File: config.mk
export PLATFORM = sky130hd
export DESIGN_NAME = mdma_wrb_ctxt_ram_ctrl_flat
export DESIGN_NICKNAME = d
export VERILOG_FILES = /design/src/rtl/mdma_wrb_ctxt_ram_ctrl_pkg.sv /design/src/rtl/mdma_wrb_ctxt_ram_ctrl_if.sv /design/src/rtl/mdma_wrb_ctxt_ram_ctrl_rr_arb2.sv /design/src/rtl/mdma_wrb_ctxt_ram_ctrl.sv /design/src/flat_wrapper.sv
export SDC_FILE = /design/constraint.sdc
export NUM_CORES = 1
export LEC_CHECK = 0
export BUFFER_PORTS_ARGS = -buffer_cell sky130_fd_sc_hd__buf_2
export CAP_MARGIN = 20
export CORE_AREA = 2 2 275 277
export CTS_CLUSTER_DIAMETER = 120
export DETAILED_ROUTE_END_ITERATION = 6
export DIE_AREA = 0 0 277 279
export GPL_TIMING_DRIVEN = 1
export MAX_ROUTING_LAYER = met4
export PLACE_DENSITY_LB_ADDON = 0.05
export SLEW_MARGIN = 20
export SYNTH_ARGS = -nofsm -noshare
export SYNTH_HDL_FRONTEND = slang
export SYNTH_SLANG_ARGS = --single-unit
File: constraint.sdc
create_clock -name clk -period 1.9 [get_ports clk]
set_input_delay 0.38 -clock clk [delete_from_list [all_inputs] [get_ports clk]]
set_output_delay 0.38 -clock clk [all_outputs]
set_load 0.1 [all_outputs]
File: src/rtl/mdma_wrb_ctxt_ram_ctrl_pkg.sv
// mdma_wrb_ctxt_pkg: shared constants and types for the writeback-context RAM
// controller. The constants fix the RAM geometry and the pidx field width. The
// package also holds the FSM state and requester-id enums, and a helper that
// overwrites the pidx field inside an entry.
package mdma_wrb_ctxt_pkg;

  localparam int WRB_CTXT_RAM_DEPTH     = 2048;
  localparam int WRB_CTXT_RAM_DATA_BITS = 128;
  localparam int WRB_CTXT_AW            = $clog2(WRB_CTXT_RAM_DEPTH);
  localparam int WRB_CTXT_DW            = WRB_CTXT_RAM_DATA_BITS;
  localparam int PIDX_BITS              = 16;

  typedef enum logic [1:0] {
    ST_IDLE    = 2'd0,
    ST_RD_WAIT = 2'd1,
    ST_RMW_WR  = 2'd2
  } ctxt_state_e;

  typedef enum logic {
    REQ_A = 1'b0,
    REQ_B = 1'b1
  } req_id_e;

  function automatic logic [WRB_CTXT_DW-1:0] pidx_merge(
    input logic [WRB_CTXT_DW-1:0] entry,
    input logic [PIDX_BITS-1:0]   pidx,
    input int                     lsb
  );
    logic [WRB_CTXT_DW-1:0] r;
    r = entry;
    r[lsb +: PIDX_BITS] = pidx;
    return r;
  endfunction

endpackage

File: src/rtl/mdma_wrb_ctxt_ram_ctrl_if.sv
// mdma_128bx2048_128bwe_ram_if: port bundle of the 2048 x 128b context RAM.
//   m (controller side): drives wadr, wen, wdat, ren, radr; receives rdat, rsbe, rdbe
//   s (RAM side):        the mirror image
interface mdma_128bx2048_128bwe_ram_if;
  import mdma_wrb_ctxt_pkg::*;

  logic [WRB_CTXT_AW-1:0] wadr;
  logic                   wen;
  logic [WRB_CTXT_DW-1:0] wdat;
  logic                   ren;
  logic [WRB_CTXT_AW-1:0] radr;
  logic [WRB_CTXT_DW-1:0] rdat;
  logic                   rsbe;
  logic                   rdbe;

  modport m (output wadr, wen, wdat, ren, radr, input rdat, rsbe, rdbe);
  modport s (input wadr, wen, wdat, ren, radr, output rdat, rsbe, rdbe);

endinterface

File: src/rtl/mdma_wrb_ctxt_ram_ctrl_rr_arb2.sv
// mdma_rr_arb2: two-way round-robin grant.
//   clk, rst      : clock, synchronous active-high reset
//   en            : grants may be issued this cycle
//   req_a, req_b  : requests
//   gnt_a, gnt_b  : one-hot grant, combinational from the requests
// Grants are combinational from the requests and are accepted in the same
// cycle. The pointer therefore tracks the last requester granted. Reset leaves
// it pointing at B, so A wins the first contended cycle.
module mdma_rr_arb2
  import mdma_wrb_ctxt_pkg::*;
(
  input  logic clk,
  input  logic rst,
  input  logic en,
  input  logic req_a,
  input  logic req_b,
  output logic gnt_a,
  output logic gnt_b
);

  req_id_e last_q;

  always_comb begin
    gnt_a = 1'b0;
    gnt_b = 1'b0;
    if (en) begin
      if (req_a && req_b) begin
        gnt_a = (last_q == REQ_B);
        gnt_b = (last_q == REQ_A);
      end else begin
        gnt_a = req_a;
        gnt_b = req_b;
      end
    end
  end

  always_ff @(posedge clk) begin
    if (rst)        last_q <= REQ_B;
    else if (gnt_a) last_q <= REQ_A;
    else if (gnt_b) last_q <= REQ_B;
  end

endmodule

File: src/rtl/mdma_wrb_ctxt_ram_ctrl.sv
// mdma_wrb_ctxt_ram_ctrl: sole owner of the writeback-context RAM. It serialises
// two requesters and keeps one operation outstanding at a time:
//   port A (a_*): full-entry read/write; a_rvld/a_rdat return read data
//   port B (b_*): atomic read-modify-write of the pidx field; b_done/b_old
//                 report completion and the pre-update entry
//   ram         : RAM master modport
//   clk, rst    : clock, synchronous active-high reset
// Optional MDMA_WRB_CTXT_RAM_ECC_ERR_EN adds these ports:
//   sbe_cnt : saturating count of single-bit errors
//   dbe_err : sticky double-bit-error flag
//   dbe_adr : address of the first double-bit error
//   err_clr : clears all three
// With this option, a DBE on a B read suppresses that write-back.
//
// state      | meaning
// -----------+-----------------------------------------------------------
// ST_IDLE    | grants issued here; A writes complete in the grant cycle
// ST_RD_WAIT | RAM read in flight; the down-counter reaching 0 marks rdat valid
// ST_RMW_WR  | B write-back of the merged entry, b_done pulse
module mdma_wrb_ctxt_ram_ctrl
  import mdma_wrb_ctxt_pkg::*;
#(
  parameter int RD_LAT   = 2,
  parameter int PIDX_LSB = 0
) (
  input  logic                   clk,
  input  logic                   rst,
  input  logic                   a_vld,
  output logic                   a_rdy,
  input  logic                   a_we,
  input  logic [WRB_CTXT_AW-1:0] a_adr,
  input  logic [WRB_CTXT_DW-1:0] a_wdat,
  output logic                   a_rvld,
  output logic [WRB_CTXT_DW-1:0] a_rdat,
  input  logic                   b_vld,
  output logic                   b_rdy,
  input  logic [WRB_CTXT_AW-1:0] b_adr,
  input  logic [PIDX_BITS-1:0]   b_pidx,
  output logic                   b_done,
  output logic [WRB_CTXT_DW-1:0] b_old,
`ifdef MDMA_WRB_CTXT_RAM_ECC_ERR_EN
  output logic [15:0]            sbe_cnt,
  output logic                   dbe_err,
  output logic [WRB_CTXT_AW-1:0] dbe_adr,
  input  logic                   err_clr,
`endif
  mdma_128bx2048_128bwe_ram_if.m ram
);

  ctxt_state_e            state_q, state_d;
  logic [1:0]             cnt_q;
  req_id_e                op_q;
  logic [WRB_CTXT_AW-1:0] adr_q;
  logic [PIDX_BITS-1:0]   pidx_q;
  logic                   idle, gnt_a, gnt_b, rd_cap, wb_sup;

  assign idle   = (state_q == ST_IDLE) && !rst;
  assign rd_cap = (state_q == ST_RD_WAIT) && (cnt_q == 2'd0);

  mdma_rr_arb2 u_arb (
    .clk   (clk),
    .rst   (rst),
    .en    (idle),
    .req_a (a_vld),
    .req_b (b_vld),
    .gnt_a (gnt_a),
    .gnt_b (gnt_b)
  );

  always_ff @(posedge clk) begin
    if (rst) state_q <= ST_IDLE;
    else     state_q <= state_d;
  end

  always_comb begin
    state_d = state_q;
    unique case (state_q)
      ST_IDLE:    if ((gnt_a && !a_we) || gnt_b) state_d = ST_RD_WAIT;
      ST_RD_WAIT: if (rd_cap) state_d = (op_q == REQ_B) ? ST_RMW_WR : ST_IDLE;
      ST_RMW_WR:  state_d = ST_IDLE;
      default:    state_d = ST_IDLE;
    endcase
  end

  always_comb begin
    a_rdy     = gnt_a;
    b_rdy     = gnt_b;
    b_done    = 1'b0;
    ram.ren   = 1'b0;
    ram.wen   = 1'b0;
    ram.radr  = gnt_b ? b_adr : a_adr;
    ram.wadr  = a_adr;
    ram.wdat  = a_wdat;
    if (state_q == ST_IDLE) begin
      ram.ren = gnt_b || (gnt_a && !a_we);
      ram.wen = gnt_a && a_we;
    end else if (state_q == ST_RMW_WR && !rst) begin
      b_done   = 1'b1;
      ram.wen  = !wb_sup;
      ram.wadr = adr_q;
      ram.wdat = pidx_merge(b_old, pidx_q, PIDX_LSB);
    end
  end

  // b_old doubles as the RMW capture register, so the merge source and the
  // reported pre-update entry are the same value by construction.
  always_ff @(posedge clk) begin
    if (rst) begin
      cnt_q  <= 2'd0;
      op_q   <= REQ_A;
      adr_q  <= '0;
      pidx_q <= '0;
      a_rvld <= 1'b0;
      a_rdat <= '0;
      b_old  <= '0;
    end else begin
      a_rvld <= 1'b0;
      if (state_q == ST_IDLE) begin
        cnt_q <= 2'(RD_LAT - 1);
        if (gnt_a) begin
          op_q  <= REQ_A;
          adr_q <= a_adr;
        end else if (gnt_b) begin
          op_q   <= REQ_B;
          adr_q  <= b_adr;
          pidx_q <= b_pidx;
        end
      end else if (state_q == ST_RD_WAIT) begin
        if (rd_cap) begin
          if (op_q == REQ_A) begin
            a_rdat <= ram.rdat;
            a_rvld <= 1'b1;
          end else begin
            b_old <= ram.rdat;
          end
        end else begin
          cnt_q <= cnt_q - 2'd1;
        end
      end
    end
  end

`ifdef MDMA_WRB_CTXT_RAM_ECC_ERR_EN
  always_ff @(posedge clk) begin
    if (rst || err_clr) begin
      sbe_cnt <= '0;
      dbe_err <= 1'b0;
      dbe_adr <= '0;
    end else if (rd_cap) begin
      if (ram.rsbe && sbe_cnt != 16'hFFFF) sbe_cnt <= sbe_cnt + 16'd1;
      if (ram.rdbe && !dbe_err) begin
        dbe_err <= 1'b1;
        dbe_adr <= adr_q;
      end
    end
  end

  always_ff @(posedge clk) begin
    if (rst)         wb_sup <= 1'b0;
    else if (rd_cap) wb_sup <= ram.rdbe;
  end
`else
  logic unused_ecc;
  assign unused_ecc = ram.rsbe ^ ram.rdbe;
  assign wb_sup     = 1'b0;
`endif

endmodule

File: src/flat_wrapper.sv
// flat-port wrapper written by rule: the top's interface ports become plain ports
module mdma_wrb_ctxt_ram_ctrl_flat import mdma_wrb_ctxt_pkg::*;
#(
  parameter int RD_LAT   = 2,
  parameter int PIDX_LSB = 0
)
  (clk, rst, a_vld, a_rdy, a_we, a_adr, a_wdat, a_rvld, a_rdat, b_vld, b_rdy, b_adr, b_pidx, b_done, b_old, ram_wadr, ram_wen, ram_wdat, ram_ren, ram_radr, ram_rdat, ram_rsbe, ram_rdbe);
  mdma_128bx2048_128bwe_ram_if ram_i ();
  input  logic clk;
  input  logic rst;
  input  logic a_vld;
  output logic a_rdy;
  input  logic a_we;
  input  logic [WRB_CTXT_AW-1:0] a_adr;
  input  logic [WRB_CTXT_DW-1:0] a_wdat;
  output logic a_rvld;
  output logic [WRB_CTXT_DW-1:0] a_rdat;
  input  logic b_vld;
  output logic b_rdy;
  input  logic [WRB_CTXT_AW-1:0] b_adr;
  input  logic [PIDX_BITS-1:0] b_pidx;
  output logic b_done;
  output logic [WRB_CTXT_DW-1:0] b_old;
  output wire logic [$bits(ram_i.wadr)-1:0] ram_wadr;
  output wire logic [$bits(ram_i.wen)-1:0] ram_wen;
  output wire logic [$bits(ram_i.wdat)-1:0] ram_wdat;
  output wire logic [$bits(ram_i.ren)-1:0] ram_ren;
  output wire logic [$bits(ram_i.radr)-1:0] ram_radr;
  input wire logic [$bits(ram_i.rdat)-1:0] ram_rdat;
  input wire logic [$bits(ram_i.rsbe)-1:0] ram_rsbe;
  input wire logic [$bits(ram_i.rdbe)-1:0] ram_rdbe;
  assign ram_wadr = ram_i.wadr;
  assign ram_wen = ram_i.wen;
  assign ram_wdat = ram_i.wdat;
  assign ram_ren = ram_i.ren;
  assign ram_radr = ram_i.radr;
  assign ram_i.rdat = ram_rdat;
  assign ram_i.rsbe = ram_rsbe;
  assign ram_i.rdbe = ram_rdbe;
  mdma_wrb_ctxt_ram_ctrl #(.RD_LAT(RD_LAT), .PIDX_LSB(PIDX_LSB)) u_core (.clk(clk), .rst(rst), .a_vld(a_vld), .a_rdy(a_rdy), .a_we(a_we), .a_adr(a_adr), .a_wdat(a_wdat), .a_rvld(a_rvld), .a_rdat(a_rdat), .b_vld(b_vld), .b_rdy(b_rdy), .b_adr(b_adr), .b_pidx(b_pidx), .b_done(b_done), .b_old(b_old), .ram(ram_i));
endmodule
==> impl_metrics.ini, run 1 <==
[timing]
worst_pin_slew_ps = 1290
finalSetupViolCount = 155
max_freq_mhz = 394
drv_slew = 0
min_period_ps = 2540
clock_skew_ps = 18.7
finalCritPeriodShare = 1.34
setup_ws_ps = -641
relSlewSlack = 0.138
hold_violations = 0
rsz0062_at_grt = yes

[global_routing]
grt.total_usage = 0.157
grt_pass1_vias = 12700
grt_overflow = 0
grt_antenna_before_repair = 14
grt_max_degree = 175
grt_pass1_wl_mm = 88.4

[synthesis]
synth_cell_types = 36
yosys.area.top_type_share = 0.488
synth_adder_area_share = 0.00105
yosysWarnings = 0
ys_seq_area_frac = 0.488
yosys.area.top_type = dfxtp_1
synth_compound_area_frac = 0.143
synth_top_family_by_area = simple AND/OR/NAND/NOR gates
synth_area_per_cell_sq_um = 8.32
ys_top_cells_by_area = dfxtp_1 49%, nand2_1 16%, a21oi_1 12%
synth_area_sq_um = 11900
synth_mux_area_frac = 0.132
syn_nets = 1731
synth-seq-cells = 290
syn_inst = 1429
yosys.area_share.simple = 0.185
synth_xor_area_frac = 0

[place]
dp_hpwl_mm = 44.1
globalplace.congestion = 0.797
io_buffer_count = 710
dpl_cell_area_sq_um = 17700

[worst_setup_path]
slowest_stage = dfxtp_2
cp-start-kind = flip-flop
worstSetupEndpointType = output pin
crit_arrival_ps = 2160
r2r-start = u_core.state_q[1]
r2r_end = u_core.b_old[37]
cp_top_family = buffers and inverters
cp_cell_sequence = nor3b_4 -> buf_6 -> buf_4 -> buf_16 -> buf_12 -> mux2_4 -> buf_12
crit_top_cell = buf_12
cp.required_ps = 1520
r2r.worst_path.cells = 9
crit_fanout = 8
crit_buf_inv = 5
reg2reg_slack_ps = 50
slowest_delay_ps = 330
critPathKind = flip-flop to output pin

[outcome]
outcome = finished with violations
violations = setup timing

[die]
rows = 100
initial_core_util = 0.161
die_h_um = 279
dieArea_sq_um = 77300
die_x_um = 277
core_region_area_sq_um = 74100
ios = 713

[power_and_ir_drop]
cellInternalPower_uw = 12700
swShare = 0.363
p_per_area_nw_per_um2 = 911
ir_drop_uv = 504
pwr-share-clk = 0.383
leakagePower_uw = 0.00962
comb_power_share = 0.291
p_switching_uw = 7220
pwr-share-seq = 0.326
finalPower_uw = 19900

[cells_and_area]
multi_input_area_sq_um = 6160
final_cell_mix = 549 x buf_2, 512 x nand2_1, 279 x dfxtp_1, 275 x a21oi_1, 155 x buf_12
fillers = 7987
final_common_cell = buf_2
register_area_sq_um = 5820
drive_above_1_share = 0.485
syn2layout_area_growth_pct = 83.7
fin_area_sq_um = 21800
fin_nets = 2483

[drt]
wl_mm = 63.2
via_per_inst = 4.04
ant_nets = 0
drcViolationCount = 0
drtIter0Drc = 543
wire_per_inst_um = 19.8
vias = 12900
dr.pass1.iters = 5

[cts]
cts.htree.levels = 2
ctsHoldBuffers = 0
cts_root_buf = clkbuf_16
cts_sinks = 290
clk_latency_ps = 550
cts_made_buffers = 40
cts_tree = built
clock_path_buffers = 3
clkTransAtPathRegs_ps = 60

[min_path]
hold_depth = 3
hp-class = input port to flip-flop
hold_end = u_core.a_rdat[82]
hp-start = ram_rdat[82]

[run]
maxCapViolCount = 0
[state kept, by name, indices dropped and copies added, names as in the netlist]
signal	cells
u_core.u_arb.last_q	1
u_core.a_rdat	128
u_core.cnt_q	2
u_core.pidx_q	16
u_core.a_rvld	1
u_core.adr_q	11
u_core.state_q	2
u_core.b_old	128
u_core.op_q	1
[worst min-delay path, delay by kind of cell]
family          cells  cell delay (ps)
buf+inv             1              100
simple gates        1               50
compound gates      1               50
[cells by family (layout without fill, tap and decap cells)]
kind of cell | after synthesis | in the layout
AOI/OAI and AO/OA | 320 | 320
other | 0 | 13
buffers and inverters | 120 | 899
adders and majority gates | 1 | 1
and+or+nand+nor | 558 | 558
DFF | 290 | 290
muxes | 140 | 140
[timing repair]
action / CTS / global route
resized for setup: 396 / 172
cloned: 5 / 10
pin swaps: 3 / 15
setup endpoints to repair: 159 / 207
buffers inserted: 14 / 22
[synthesized netlist by cell type]
library cell	number
inv_1	4
dfxtp_1	290
buf_2	57
nand4b_1	1
clkbuf_1	37
nor3_1	2
o21ai_0	17
nor2b_1	1
a221o_1	11
nor3_2	1
mux2_2	49
nor2_1	4
nor3b_2	1
a21o_1	12
buf_1	11
clkbuf_2	1
and4bb_2	1
mux2i_1	1
o22ai_1	1
and4b_1	1
ha_1	1
or2_2	1
nand2b_1	1
nand4bb_1	1
nand2_1	513
buf_4	1
nand3_1	17
a21boi_1	1
buf_6	9
a21oi_1	276
a21bo_2	1
mux2_1	90
o221ai_1	1
or3_1	1
or3b_2	1
and3_1	11
[layout make-up]
type / count / share of cell area
Antenna cell: 13 / 0.00149
Inverter: 4 / 0.000917
Clock inverter: 10 / 0.00556
Multi-Input combinational cell: 1019 / 0.282
Sequential cell: 290 / 0.266
Timing Repair Buffer: 826 / 0.333
Tap cell: 969 / 0.0555
Clock buffer: 59 / 0.0552
[per-stage QoR]
stage                     TNS (ps)  worst slack [ps]  hold slack (ps)  std cells  utilization
after floorplan             -10870              -194              449       1429            -
after global placement      -53180              -380              440       3060        0.240
after detailed placement    -55280              -390              443       3060        0.240
after CTS                  -101210              -747             21.6       3148        0.280
after global routing       -105530              -732             38.7       3190        0.295
final                       -92070              -641             72.8       3190        0.295
[worst max path at each step]
stage / slack (ps) / start / to / cells past startpoint
5_1_grt: -730 / u_core.state_q[1] / ram_wadr[10] / 7
2_1_floorplan: -190 / u_core.state_q[0] / ram_wdat[107] / 5
6_report: -640 / u_core.state_q[1] / ram_wdat[16] / 7
4_1_cts: -750 / u_core.state_q[1] / ram_wdat[56] / 6
3_3_place_gp: -380 / rst / ram_wadr[10] / 6
3_5_place_dp: -390 / rst / ram_wadr[10] / 6
[power groups by stage]
stage                     Combinational (uW)  Clock (uW)  Sequential, uW
after floorplan                         2370           0            8040
after global placement                  5200           0            6620
after detailed placement                5210           0            6630
after CTS                               5590        7970            6500
after global routing                    6020        8190            6530
final                                   5780        7620            6500
[routing by layer]
| layer | vias up | share of wire | global-route usage |
|---|---|---|---|
| li1 | 6313 | - | - |
| met2 | 411 | 0.52 | 0.275 |
| met1 | 6111 | 0.40 | 0.178 |
| met4 | 0 | 0.016 | 0.0372 |
| met3 | 61 | 0.058 | 0.0396 |
| met5 | - | 0 | - |
No activity file was read; power rests on OpenSTA's default activity.
==> inputs of run 2 (changes only) <==
--- a/config.mk
+++ b/config.mk
@@ -5,12 +5,15 @@
 export SDC_FILE = /design/constraint.sdc
 export NUM_CORES = 1
 export LEC_CHECK = 0
+export ABC_AREA = 1
+export ABC_CLOCK_PERIOD_IN_PS = 1900
 export BUFFER_PORTS_ARGS = -buffer_cell sky130_fd_sc_hd__buf_2
 export CAP_MARGIN = 20
-export CORE_AREA = 2 2 275 277
+export CORE_AREA = 2 2 279 281
 export CTS_CLUSTER_DIAMETER = 120
 export DETAILED_ROUTE_END_ITERATION = 6
-export DIE_AREA = 0 0 277 279
+export DIE_AREA = 0 0 281 283
+export GPL_ROUTABILITY_DRIVEN = 0
 export GPL_TIMING_DRIVEN = 1
 export MAX_ROUTING_LAYER = met4
 export PLACE_DENSITY_LB_ADDON = 0.05
==> impl_metrics.ini, run 2 <==
[outcome]
outcome = finished with violations
violations = setup timing

[timing]
relSlewSlack = 0.360
clock_skew_ps = 19.6
setup_ws_ps = -515
max_freq_mhz = 414
rsz0062_at_grt = yes
hold_violations = 0
setup_tns_ps = -67670
min_period_ps = 2420
finalSetupViolCount = 155
worst_hold_slack_ps = 67.9
worst_pin_slew_ps = 960
finalCritPeriodShare = 1.27
drv_slew = 0

[worst_setup_path]
r2r-start = u_core.state_q[0]
cp_cell_sequence = nor3_4 -> buf_12 -> buf_12 -> buf_12 -> buf_16 -> nand2_2 -> nand2_8 -> buf_12
cp-start-kind = flip-flop
worstSetupEndpointType = output pin
crit_fanout = 8
cp.required_ps = 1520
crit_path_start = u_core.state_q[0]
crit_top_cell = buf_12
critPathKind = flip-flop to output pin
cp_top_family = buffers and inverters
slowest_stage = dfxtp_2
crit_arrival_ps = 2040
crit_buf_inv = 5
slowest_delay_ps = 330

[power_and_ir_drop]
comb_power_share = 0.300
swShare = 0.367
finalPower_uw = 19900
ir_drop_uv = 519
p_switching_uw = 7290
pwr-share-seq = 0.326
cellInternalPower_uw = 12600
pwr-share-clk = 0.374
leakagePower_uw = 0.0114
p_per_area_nw_per_um2 = 795

[synthesis]
synth_cell_types = 22
syn_nets = 2094
yosys.area.top_type = dfxtp_1
yosysWarnings = 0
yosys.area.top_type_share = 0.475
post-synth-top-count-cell = nand2_1
synth-async-reset-ratio = 0
synth.top_cells.by_count = 562 x nand2_1, 296 x nor2_1, 290 x dfxtp_1, 164 x o21ai_0, 153 x nand3_1
ys_seq_area_frac = 0.475
synth-seq-cells = 290
syn_inst = 1792
synth_area_per_cell_sq_um = 6.82
synth_area_sq_um = 12200
synth_edf_count = 0
ys.flop_type = dfxtp_1
ys_top_cells_by_area = dfxtp_1 47%, nand2_1 17%, nor2_1 9.1%

[drt]
drtIter0Drc = 641
ant_nets = 0
wire_per_inst_um = 19.9
wl_mm = 71.6
dr.pass1.iters = 5
vias = 14800
drcViolationCount = 0
via_per_inst = 4.11

[die]
dieArea_sq_um = 79500
die_x_um = 281
rows = 102
ios = 713
initial_core_util = 0.159
core_region_area_sq_um = 76700
die_h_um = 283

[place]
pre_cts_slack_ps = -203
io_buffer_count = 710
dp_hpwl_mm = 50.8
dpl_cell_area_sq_um = 21600

[min_path]
hp-start = b_pidx[6]
hp-class = input port to flip-flop

[cts]
cts_root_buf = clkbuf_16
cts_tree = built
cts.htree.levels = 2
clkTransAtPathRegs_ps = 60
cts_made_buffers = 39
cts_sinks = 290
ctsHoldBuffers = 0
clk_latency_ps = 550
clock_path_buffers = 3

[run]
maxCapViolCount = 0

[global_routing]
grt_antenna_before_repair = 15
grt_max_degree = 75
grt_pass1_wl_mm = 103
grt_overflow = 0
grt.total_usage = 0.179
grt_pass1_vias = 15000

[cells_and_area]
syn2layout_area_growth_pct = 104
fillers = 8142
fin_area_sq_um = 25000
drive_above_1_share = 0.488
reg_top3 = u_core.a_rdat: 128 flops, u_core.b_old: 128 flops, u_core.pidx_q: 16 flops
final_common_cell = buf_2
final_cell_mix = 539 x buf_2, 293 x nor2_1, 287 x dfxtp_1, 241 x nand2_1, 181 x buf_12
fin_nets = 2818
## run 2: cell types whose count changed after synthesis, sizes merged, moves of 5 or more
cell / before / now
a21o: 12 / 0
a21oi: 276 / 140
a221o: 11 / 0
and3: 11 / 0
buf: 78 / 83
clkbuf: 38 / 59
inv: 4 / 35
mux2: 139 / 0
nand2: 513 / 562
nand3: 17 / 153
nor2: 4 / 298
o21ai: 17 / 166
## run 2: power groups by stage
stage	Sequential (uW)	Combinational [uW]	Clock, uW
final	6470	5960	7420
after global routing	6490	6200	7970
after CTS	6460	5980	7740
after detailed placement	6590	5810	0
after global placement	6590	5800	0
after floorplan	7950	2490	0
## run 2: cells by family (layout without fill, tap and decap cells)
| family | count (synthesis) | count (layout) | share of synthesized area |
|---|---|---|---|
| simple gates | 1016 | 1016 | 0.329 |
| compound gates | 308 | 308 | 0.126 |
| flops | 290 | 290 | 0.475 |
| buf+inv | 177 | 930 | 0.0686 |
| fa+ha+maj | 1 | 1 | 0.00102 |
| other cells | 0 | 15 | 0 |
## run 2: final timing paths
kind              slack (ps)  cells after the start           endpoint
setup / recovery        -520                      8      ram_wdat[102]
hold / removal            70                      3   u_core.pidx_q[6]
setup reg to reg          80                      9  u_core.a_rdat[12]
hold reg to reg          460                      2    u_core.b_old[9]
## run 2: through the flow
| step | instances | utilization |
|---|---|---|
| floorplan | 1792 | - |
| global placement | 3477 | 0.282 |
| detailed placement | 3477 | 0.282 |
| CTS | 3584 | 0.319 |
| global route | 3600 | 0.325 |
| finish | 3600 | 0.325 |
## run 2: area by class of cell
cell class                 count  area [sq um]  area share
clock buffer                  61          1170      0.0469
multi-input combinational   1325          8740       0.350
inverter                      35           161     0.00647
clock inverter                 9           116     0.00466
sequential                   290          5810       0.233
tap                         1040          1300      0.0521
timing repair buffer         825          7620       0.305
antenna                       15          37.5     0.00150
## run 2: tightest hold or removal path: stages
cell	delay, ps
buf_2	80
nor2_1	30
nor2_1	80
## run 2: what timing repair did
action	4_1_cts	5_1_grt
gates cloned	15	2
resized for setup	249	127
buffers inserted	22	4
endpoints found under the setup margin	158	181
endpoints found under the hold margin	0	0
pin swaps	8	11
## run 2: metal layers
metal  vias to the layer above  routed length [um]  track usage
li1                       7244                   -            -
met5                         -                   0            -
met3                        68                4720       0.0468
met2                       441               37500        0.319
met1                      7053               28200        0.199
met4                         0                1220       0.0401
